<file path="config.mk">
export PLATFORM = sky130hd
export DESIGN_NAME = mul_div_unit_flat
export DESIGN_NICKNAME = d
export VERILOG_FILES = /design/src/rtl/mul_div_unit_if.sv /design/src/rtl/mul_div_unit.sv /design/src/flat_wrapper.sv
export SDC_FILE = /design/constraint.sdc
export NUM_CORES = 1
export LEC_CHECK = 0
export CORE_UTILIZATION = 59
export DETAILED_ROUTE_END_ITERATION = 16
export GPL_TIMING_DRIVEN = 0
export PLACE_DENSITY = 0.82
export SETUP_SLACK_MARGIN = 0.2
export SLEW_MARGIN = 20
export SYNTH_ARGS = -nofsm -noshare
export SYNTH_HDL_FRONTEND = slang
export SYNTH_SLANG_ARGS = --single-unit
</file>
<file path="constraint.sdc">
create_clock -name clk -period 3.9 [get_ports clk]
set_input_delay 0.78 -clock clk [delete_from_list [all_inputs] [get_ports clk]]
set_output_delay 0.78 -clock clk [all_outputs]
set_load 0.05 [all_outputs]
</file>
<file path="src/rtl/mul_div_unit_if.sv">
// Execute-stage multiply/divide port bundle: issue strobes, operands and HI/LO results.
interface mul_div_unit_if;
    logic        StartE;
    logic [1:0]  MdOpE;
    logic [31:0] SrcAE;
    logic [31:0] SrcBE;
    logic        MthiE;
    logic        MtloE;
    logic        MdUseD;
    logic [31:0] HI;
    logic [31:0] LO;
    logic        BusyMD;
    logic        StallMD;
    logic        DoneMD;

    // Pipeline side: issues operations and reads HI/LO.
    modport master (
        output StartE, MdOpE, SrcAE, SrcBE, MthiE, MtloE, MdUseD,
        input  HI, LO, BusyMD, StallMD, DoneMD
    );

    // Unit side.
    modport slave (
        input  StartE, MdOpE, SrcAE, SrcBE, MthiE, MtloE, MdUseD,
        output HI, LO, BusyMD, StallMD, DoneMD
    );
endinterface

</file>
<file path="src/rtl/mul_div_unit.sv">
// Iterative 32-bit MULT/MULTU/DIV/DIVU unit with architectural HI/LO registers.
// One shared 64-bit accumulator: {partial, multiplier} for multiply,
// {remainder, dividend/quotient} for restoring divide.
module mul_div_unit (
    input  logic           clk,
    input  logic           reset_n,
    mul_div_unit_if.slave  md_if
);
    localparam int unsigned DW = 32;
    localparam int unsigned CW = 5;

    typedef enum logic [1:0] {
        S_IDLE = 2'd0,
        S_CALC = 2'd1,
        S_FIX  = 2'd2
    } state_t;

    state_t          r_state, w_state_nxt;
    logic [CW-1:0]   r_cnt, w_cnt_nxt;
    logic [2*DW-1:0] r_acc, w_acc_nxt;
    logic [DW-1:0]   r_b, w_b_nxt;
    logic            r_sign_a, w_sign_a_nxt;
    logic            r_sign_b, w_sign_b_nxt;
    logic            r_is_div, w_is_div_nxt;
    logic [DW-1:0]   r_hi, w_hi_nxt;
    logic [DW-1:0]   r_lo, w_lo_nxt;
    logic            r_busy, w_busy_nxt;
    logic            r_done, w_done_nxt;

    logic            w_signed_op;
    logic [DW-1:0]   w_mag_a, w_mag_b;
    logic [DW:0]     w_mul_sum;
    logic [2*DW-1:0] w_mul_step;
    logic [DW:0]     w_div_trial;
    logic [2*DW-1:0] w_div_step;
    logic            w_neg;
    logic [2*DW-1:0] w_prod;
    logic [DW-1:0]   w_quot, w_rem;

    // Operand magnitudes for the signed ops (MULT/DIV have MdOpE[0]=0).
    assign w_signed_op = ~md_if.MdOpE[0];
    assign w_mag_a = (w_signed_op && md_if.SrcAE[DW-1]) ? DW'(-md_if.SrcAE) : md_if.SrcAE;
    assign w_mag_b = (w_signed_op && md_if.SrcBE[DW-1]) ? DW'(-md_if.SrcBE) : md_if.SrcBE;

    // One radix-2 shift-add multiply step.
    assign w_mul_sum  = {1'b0, r_acc[2*DW-1:DW]} + (r_acc[0] ? {1'b0, r_b} : (DW+1)'(0));
    assign w_mul_step = {w_mul_sum, r_acc[DW-1:1]};

    // One restoring divide step: trial-subtract the shifted partial remainder.
    assign w_div_trial = r_acc[2*DW-1:DW-1] - {1'b0, r_b};
    assign w_div_step  = w_div_trial[DW] ? {r_acc[2*DW-2:0], 1'b0}
                                         : {w_div_trial[DW-1:0], r_acc[DW-2:0], 1'b1};

    // Sign correction; signs are only captured as set for signed ops.
    assign w_neg  = r_sign_a ^ r_sign_b;
    assign w_prod = w_neg ? (2*DW)'(-r_acc) : r_acc;
    assign w_quot = w_neg ? DW'(-r_acc[DW-1:0]) : r_acc[DW-1:0];
    assign w_rem  = r_sign_a ? DW'(-r_acc[2*DW-1:DW]) : r_acc[2*DW-1:DW];

    // Next-state and datapath/output next values.
    always_comb begin
        w_state_nxt  = r_state;
        w_cnt_nxt    = r_cnt;
        w_acc_nxt    = r_acc;
        w_b_nxt      = r_b;
        w_sign_a_nxt = r_sign_a;
        w_sign_b_nxt = r_sign_b;
        w_is_div_nxt = r_is_div;
        w_hi_nxt     = r_hi;
        w_lo_nxt     = r_lo;
        w_busy_nxt   = r_busy;
        w_done_nxt   = 1'b0;
        case (r_state)
            S_IDLE: begin
                if (md_if.StartE) begin
                    w_acc_nxt    = {DW'(0), w_mag_a};
                    w_b_nxt      = w_mag_b;
                    w_sign_a_nxt = w_signed_op & md_if.SrcAE[DW-1];
                    w_sign_b_nxt = w_signed_op & md_if.SrcBE[DW-1];
                    w_is_div_nxt = md_if.MdOpE[1];
                    w_cnt_nxt    = CW'(0);
                    w_busy_nxt   = 1'b1;
                    w_state_nxt  = S_CALC;
                end else begin
                    if (md_if.MthiE) w_hi_nxt = md_if.SrcAE;
                    if (md_if.MtloE) w_lo_nxt = md_if.SrcAE;
                end
            end
            S_CALC: begin
                w_acc_nxt = r_is_div ? w_div_step : w_mul_step;
                w_cnt_nxt = r_cnt + CW'(1);
                if (r_cnt == CW'(31)) w_state_nxt = S_FIX;
            end
            S_FIX: begin
                if (!r_is_div) begin
                    w_hi_nxt = w_prod[2*DW-1:DW];
                    w_lo_nxt = w_prod[DW-1:0];
                end else if (r_b == DW'(0)) begin
                    // Divide by zero: raw all-ones quotient, HI restores the dividend.
                    w_lo_nxt = '1;
                    w_hi_nxt = w_rem;
                end else begin
                    w_lo_nxt = w_quot;
                    w_hi_nxt = w_rem;
                end
                w_done_nxt  = 1'b1;
                w_busy_nxt  = 1'b0;
                w_state_nxt = S_IDLE;
            end
            default: begin
                w_busy_nxt  = 1'b0;
                w_state_nxt = S_IDLE;
            end
        endcase
    end

    // State, datapath and output registers.
    always_ff @(posedge clk or negedge reset_n) begin
        if (!reset_n) begin
            r_state  <= S_IDLE;
            r_cnt    <= '0;
            r_acc    <= '0;
            r_b      <= '0;
            r_sign_a <= 1'b0;
            r_sign_b <= 1'b0;
            r_is_div <= 1'b0;
            r_hi     <= '0;
            r_lo     <= '0;
            r_busy   <= 1'b0;
            r_done   <= 1'b0;
        end else begin
            r_state  <= w_state_nxt;
            r_cnt    <= w_cnt_nxt;
            r_acc    <= w_acc_nxt;
            r_b      <= w_b_nxt;
            r_sign_a <= w_sign_a_nxt;
            r_sign_b <= w_sign_b_nxt;
            r_is_div <= w_is_div_nxt;
            r_hi     <= w_hi_nxt;
            r_lo     <= w_lo_nxt;
            r_busy   <= w_busy_nxt;
            r_done   <= w_done_nxt;
        end
    end

    assign md_if.HI      = r_hi;
    assign md_if.LO      = r_lo;
    assign md_if.BusyMD  = r_busy;
    assign md_if.DoneMD  = r_done;
    // Hazard-unit stall request; drops in the cycle the result lands.
    assign md_if.StallMD = md_if.MdUseD & r_busy;
endmodule

</file>
<file path="src/flat_wrapper.sv">
// flat-port wrapper written by rule: the top's interface ports become plain ports
module mul_div_unit_flat 
  (clk, reset_n, md_if_StartE, md_if_MdOpE, md_if_SrcAE, md_if_SrcBE, md_if_MthiE, md_if_MtloE, md_if_MdUseD, md_if_HI, md_if_LO, md_if_BusyMD, md_if_StallMD, md_if_DoneMD);
  mul_div_unit_if md_if_i ();
  input  logic clk;
  input  logic reset_n;
  input wire logic [$bits(md_if_i.StartE)-1:0] md_if_StartE;
  input wire logic [$bits(md_if_i.MdOpE)-1:0] md_if_MdOpE;
  input wire logic [$bits(md_if_i.SrcAE)-1:0] md_if_SrcAE;
  input wire logic [$bits(md_if_i.SrcBE)-1:0] md_if_SrcBE;
  input wire logic [$bits(md_if_i.MthiE)-1:0] md_if_MthiE;
  input wire logic [$bits(md_if_i.MtloE)-1:0] md_if_MtloE;
  input wire logic [$bits(md_if_i.MdUseD)-1:0] md_if_MdUseD;
  output wire logic [$bits(md_if_i.HI)-1:0] md_if_HI;
  output wire logic [$bits(md_if_i.LO)-1:0] md_if_LO;
  output wire logic [$bits(md_if_i.BusyMD)-1:0] md_if_BusyMD;
  output wire logic [$bits(md_if_i.StallMD)-1:0] md_if_StallMD;
  output wire logic [$bits(md_if_i.DoneMD)-1:0] md_if_DoneMD;
  assign md_if_i.StartE = md_if_StartE;
  assign md_if_i.MdOpE = md_if_MdOpE;
  assign md_if_i.SrcAE = md_if_SrcAE;
  assign md_if_i.SrcBE = md_if_SrcBE;
  assign md_if_i.MthiE = md_if_MthiE;
  assign md_if_i.MtloE = md_if_MtloE;
  assign md_if_i.MdUseD = md_if_MdUseD;
  assign md_if_HI = md_if_i.HI;
  assign md_if_LO = md_if_i.LO;
  assign md_if_BusyMD = md_if_i.BusyMD;
  assign md_if_StallMD = md_if_i.StallMD;
  assign md_if_DoneMD = md_if_i.DoneMD;
  mul_div_unit u_core (.clk(clk), .reset_n(reset_n), .md_if(md_if_i));
endmodule
</file>
==> out/results.txt <==
Startpoint Class -> primary input
nets@finish -> 2,068
CTS tree -> yes
CP max FO -> 6
Worst-path clk slew -> 0.08 ns
RSZ-0062 raised after global routing -> true
Yosys warning count -> 0
slew margin rel. -> 37.6%
Crit path arrival time -> 3.96 ns
clk buf depth -> 2
total CTS buffers -> 17
dpl cells -> 2,216
Least-Margin Pin Slew -> 0.936 ns
Combinational Power Share -> 69.2%
H-tree depth -> 4
number of fill cells -> 1,964
Req. time, crit path -> 4.20 ns
Remaining DRCs -> 0
Syn Nets -> 1,901
top cells by count, synth -> 179 x a21oi_1, 172 x dfrtp_1, 163 x o21ai_0
CP Capture Type -> flip-flop
LEAKAGE -> 6.97 nW
mapped cell area -> 0.0144 mm^2
Post-synth top flop -> dfrtp_1
die width -> 158 um
Core Area -> 0.0238 mm^2
maxcap violations -> 0
fin crit period -> 3.66 ns
internal power -> 8.47 mW
count of final setup violators -> 0
GRT Residual Overflow -> 0
First-pass DRT Iterations -> 6
Initial Util -> 60.8%
crit path cell chain -> clkdlybuf4s50_1, or3_1, nor3b_2, and3b_1, nor2b_1, nor3b_2, nand2_1, o21ai_0, xor2_1, o21ai_0
post-route insts no fill -> 2,256
clock sinks -> 172
first-pass GRT wire length -> 79,300 um
Final GP Congestion -> 1.02
sequential area share after synthesis -> 29.8%
Synth area leaders -> dfrtp_1 30%, a21oi_1 6.2%, ha_1 6.1%, mux2i_1 5.7%, o21ai_0 5.7%
Post-Synthesis Cells -> 1,757
Layout Area Growth over Synthesis -> 18.1%
Flop pwr share -> 21.6%
initial antenna violation count -> 0
Power, Total -> 18.1 mW
Peak VDD IR -> 0.000623 V
Reg area -> 0.00431 mm^2
Worst Setup SP -> md_if_SrcAE[3]
dpl hpwl -> 39,800 um
antenna viol nets, final -> 0
Clock power frac -> 9.2%
row cnt -> 56
# diodes -> 0
largest area contributor in the netlist -> dfrtp_1
CP Class -> primary input to flip-flop
post-synth cell types -> 76
Root Driver -> clkbuf_16
Tcrit/Tclk final -> 93.9%
clk_lat worst skew -> 0.45 ns
largest net degree at the start of global routing -> 71
CP top delay family -> simple AND/OR/NAND/NOR gates
WL final -> 51,800 um
Yosys top cell area share -> 29.8%
Critical R2R Launch -> u_core.r_acc[0]
CP max stage cell -> clkdlybuf4s50_1
Multi-input gate area -> 0.00961 mm^2
Worst Hold Class -> primary input to async pin
worst-case reg-to-reg path depth -> 13
#FFs+latches synth -> 172
sw frac -> 53.2%
I/O Pins -> 139
Avg Cell Area, Syn -> 8.21 um^2
die footprint -> 0.0251 mm^2
Setup Skew -> 0.0178 ns
top-count cell post-synth -> a21oi_1
share of post-route cells with drive strength above 1 -> 5.27%
EDFF count, synth -> 0
Post-synth ARST share -> 100%
Hold Vio Cnt, Final -> 0
Via Count -> 14,900
initial DRC count -> 1,266
GR Util All Layers -> 41.7%
I/O Buffers -> 138
reg-to-reg slack, setup -> 0.28 ns
die height -> 158 um
Worst setup endpoint -> u_core.r_acc[30]
Slew Viols, Final -> 0
Highest Clock Rate -> 273 MHz
crit path buf inv count -> 1
number of cells on the critical path -> 10
vias in the first global route -> 14,500
net switching power -> 9.63 mW
outcome -> completed
RR Endpoint -> u_core.r_acc[61]
pwr/cell area -> 1060 mW/mm^2
post-DR wirelength/cell -> 23.0 um
slowest cell delay on critical path -> 0.58 ns
vias per inst -> 6.62
[layout by cell type (no fill, tap or decap), drive strengths merged, types with 27 or more instances in the layout]
master         synthesis  layout
ha                    70      70
mux2i                 82      82
a211oi                39      39
a221o                 35      35
clkdlybuf4s50          0     137
buf                   21      30
inv                   62      67
or3                   27      27
xor2                  77      77
dfrtp                172     172
xnor2                 92      92
nor2                 139     139
nor3                  31      31
nand2                138     138
nor4                  27      27
o21ai                165     165
a21oi                179     179
a21o                  34      34
clkbuf                86     108
[per-stage QoR]
stage	worst slack [ns]	util (%)	instance area (um^2)	hold WS, ns	setup TNS, ns
2_1_floorplan	0.521	-	14400	0.449	0
3_3_place_gp	-5.18	68.3	16200	0.468	-893.29
3_5_place_dp	-0.544	68.5	16300	0.473	-7.81
4_1_cts	0.140	71.2	16900	0.217	0
5_1_grt	0.161	71.8	17000	0.224	0
6_report	0.236	71.8	17000	0.215	0
[power groups by stage]
stage	sequential, mW	clock (mW)	combinational (mW)
2_1_floorplan	4.63	0	7.82
3_3_place_gp	3.83	0	11.8
3_5_place_dp	3.86	0	12.0
4_1_cts	3.83	1.65	12.1
5_1_grt	3.99	1.72	13.5
6_report	3.91	1.67	12.5
[worst min-delay path by stage]
stage | from | endpoint | slack (ns) | depth (start not counted)
6_report | reset_n | u_core.r_acc[10] | 0.21 | 1
5_1_grt | reset_n | u_core.r_acc[10] | 0.22 | 1
4_1_cts | reset_n | u_core.r_acc[10] | 0.22 | 1
3_5_place_dp | u_core.r_b[13] | u_core.r_b[13] | 0.47 | 2
3_3_place_gp | u_core.r_b[13] | u_core.r_b[13] | 0.47 | 2
2_1_floorplan | u_core.r_cnt[3] | u_core.r_cnt[3] | 0.45 | 1
[repair_timing]
item,in CTS,in global routing
buffers inserted,3,5
setup endpoints to repair,32,45
resized for setup,14,29
gates cloned,0,0
hold buffers,0,0
pin swaps,3,4
[final cells by class]
type	instances	area share [%]
inverters	62	1.38
multi-input cells	1416	56.4
flip-flops and latches	172	25.3
clock buffers	20	2.62
clock inverters	12	0.617
repair buffers	148	8.81
plain buffers	107	2.58
well taps	319	2.34
[state kept, by name, indices dropped and copies added, names as in the netlist]
register             cells
u_core.md_if.BusyMD      1
u_core.md_if.DoneMD      1
u_core.md_if.HI         32
u_core.md_if.LO         32
u_core.r_acc            64
u_core.r_b              32
u_core.r_cnt             5
u_core.r_is_div          1
u_core.r_sign_a          1
u_core.r_sign_b          1
u_core.r_state           2
[routing by layer]
layer	GRT usage (%)	share of wire, %
met1	50.5	38
met2	68.4	47
met3	6.86	8.5
met4	27.9	6.6
met5	0	0
[cell families (layout without fill, tap and decap cells)]
kind of cell | count (synthesis) | in the layout | synth area share [%]
AOI/OAI and AO/OA | 596 | 596 | 26.1
and+or+nand+nor | 497 | 497 | 17.3
DFF | 172 | 172 | 29.8
xor gates and xnor gates | 169 | 169 | 10.3
buffers and inverters | 169 | 349 | 4.52
muxes | 82 | 82 | 5.69
adders and majority gates | 72 | 72 | 6.35
Note: power is estimated with default switching activity, not from simulation.
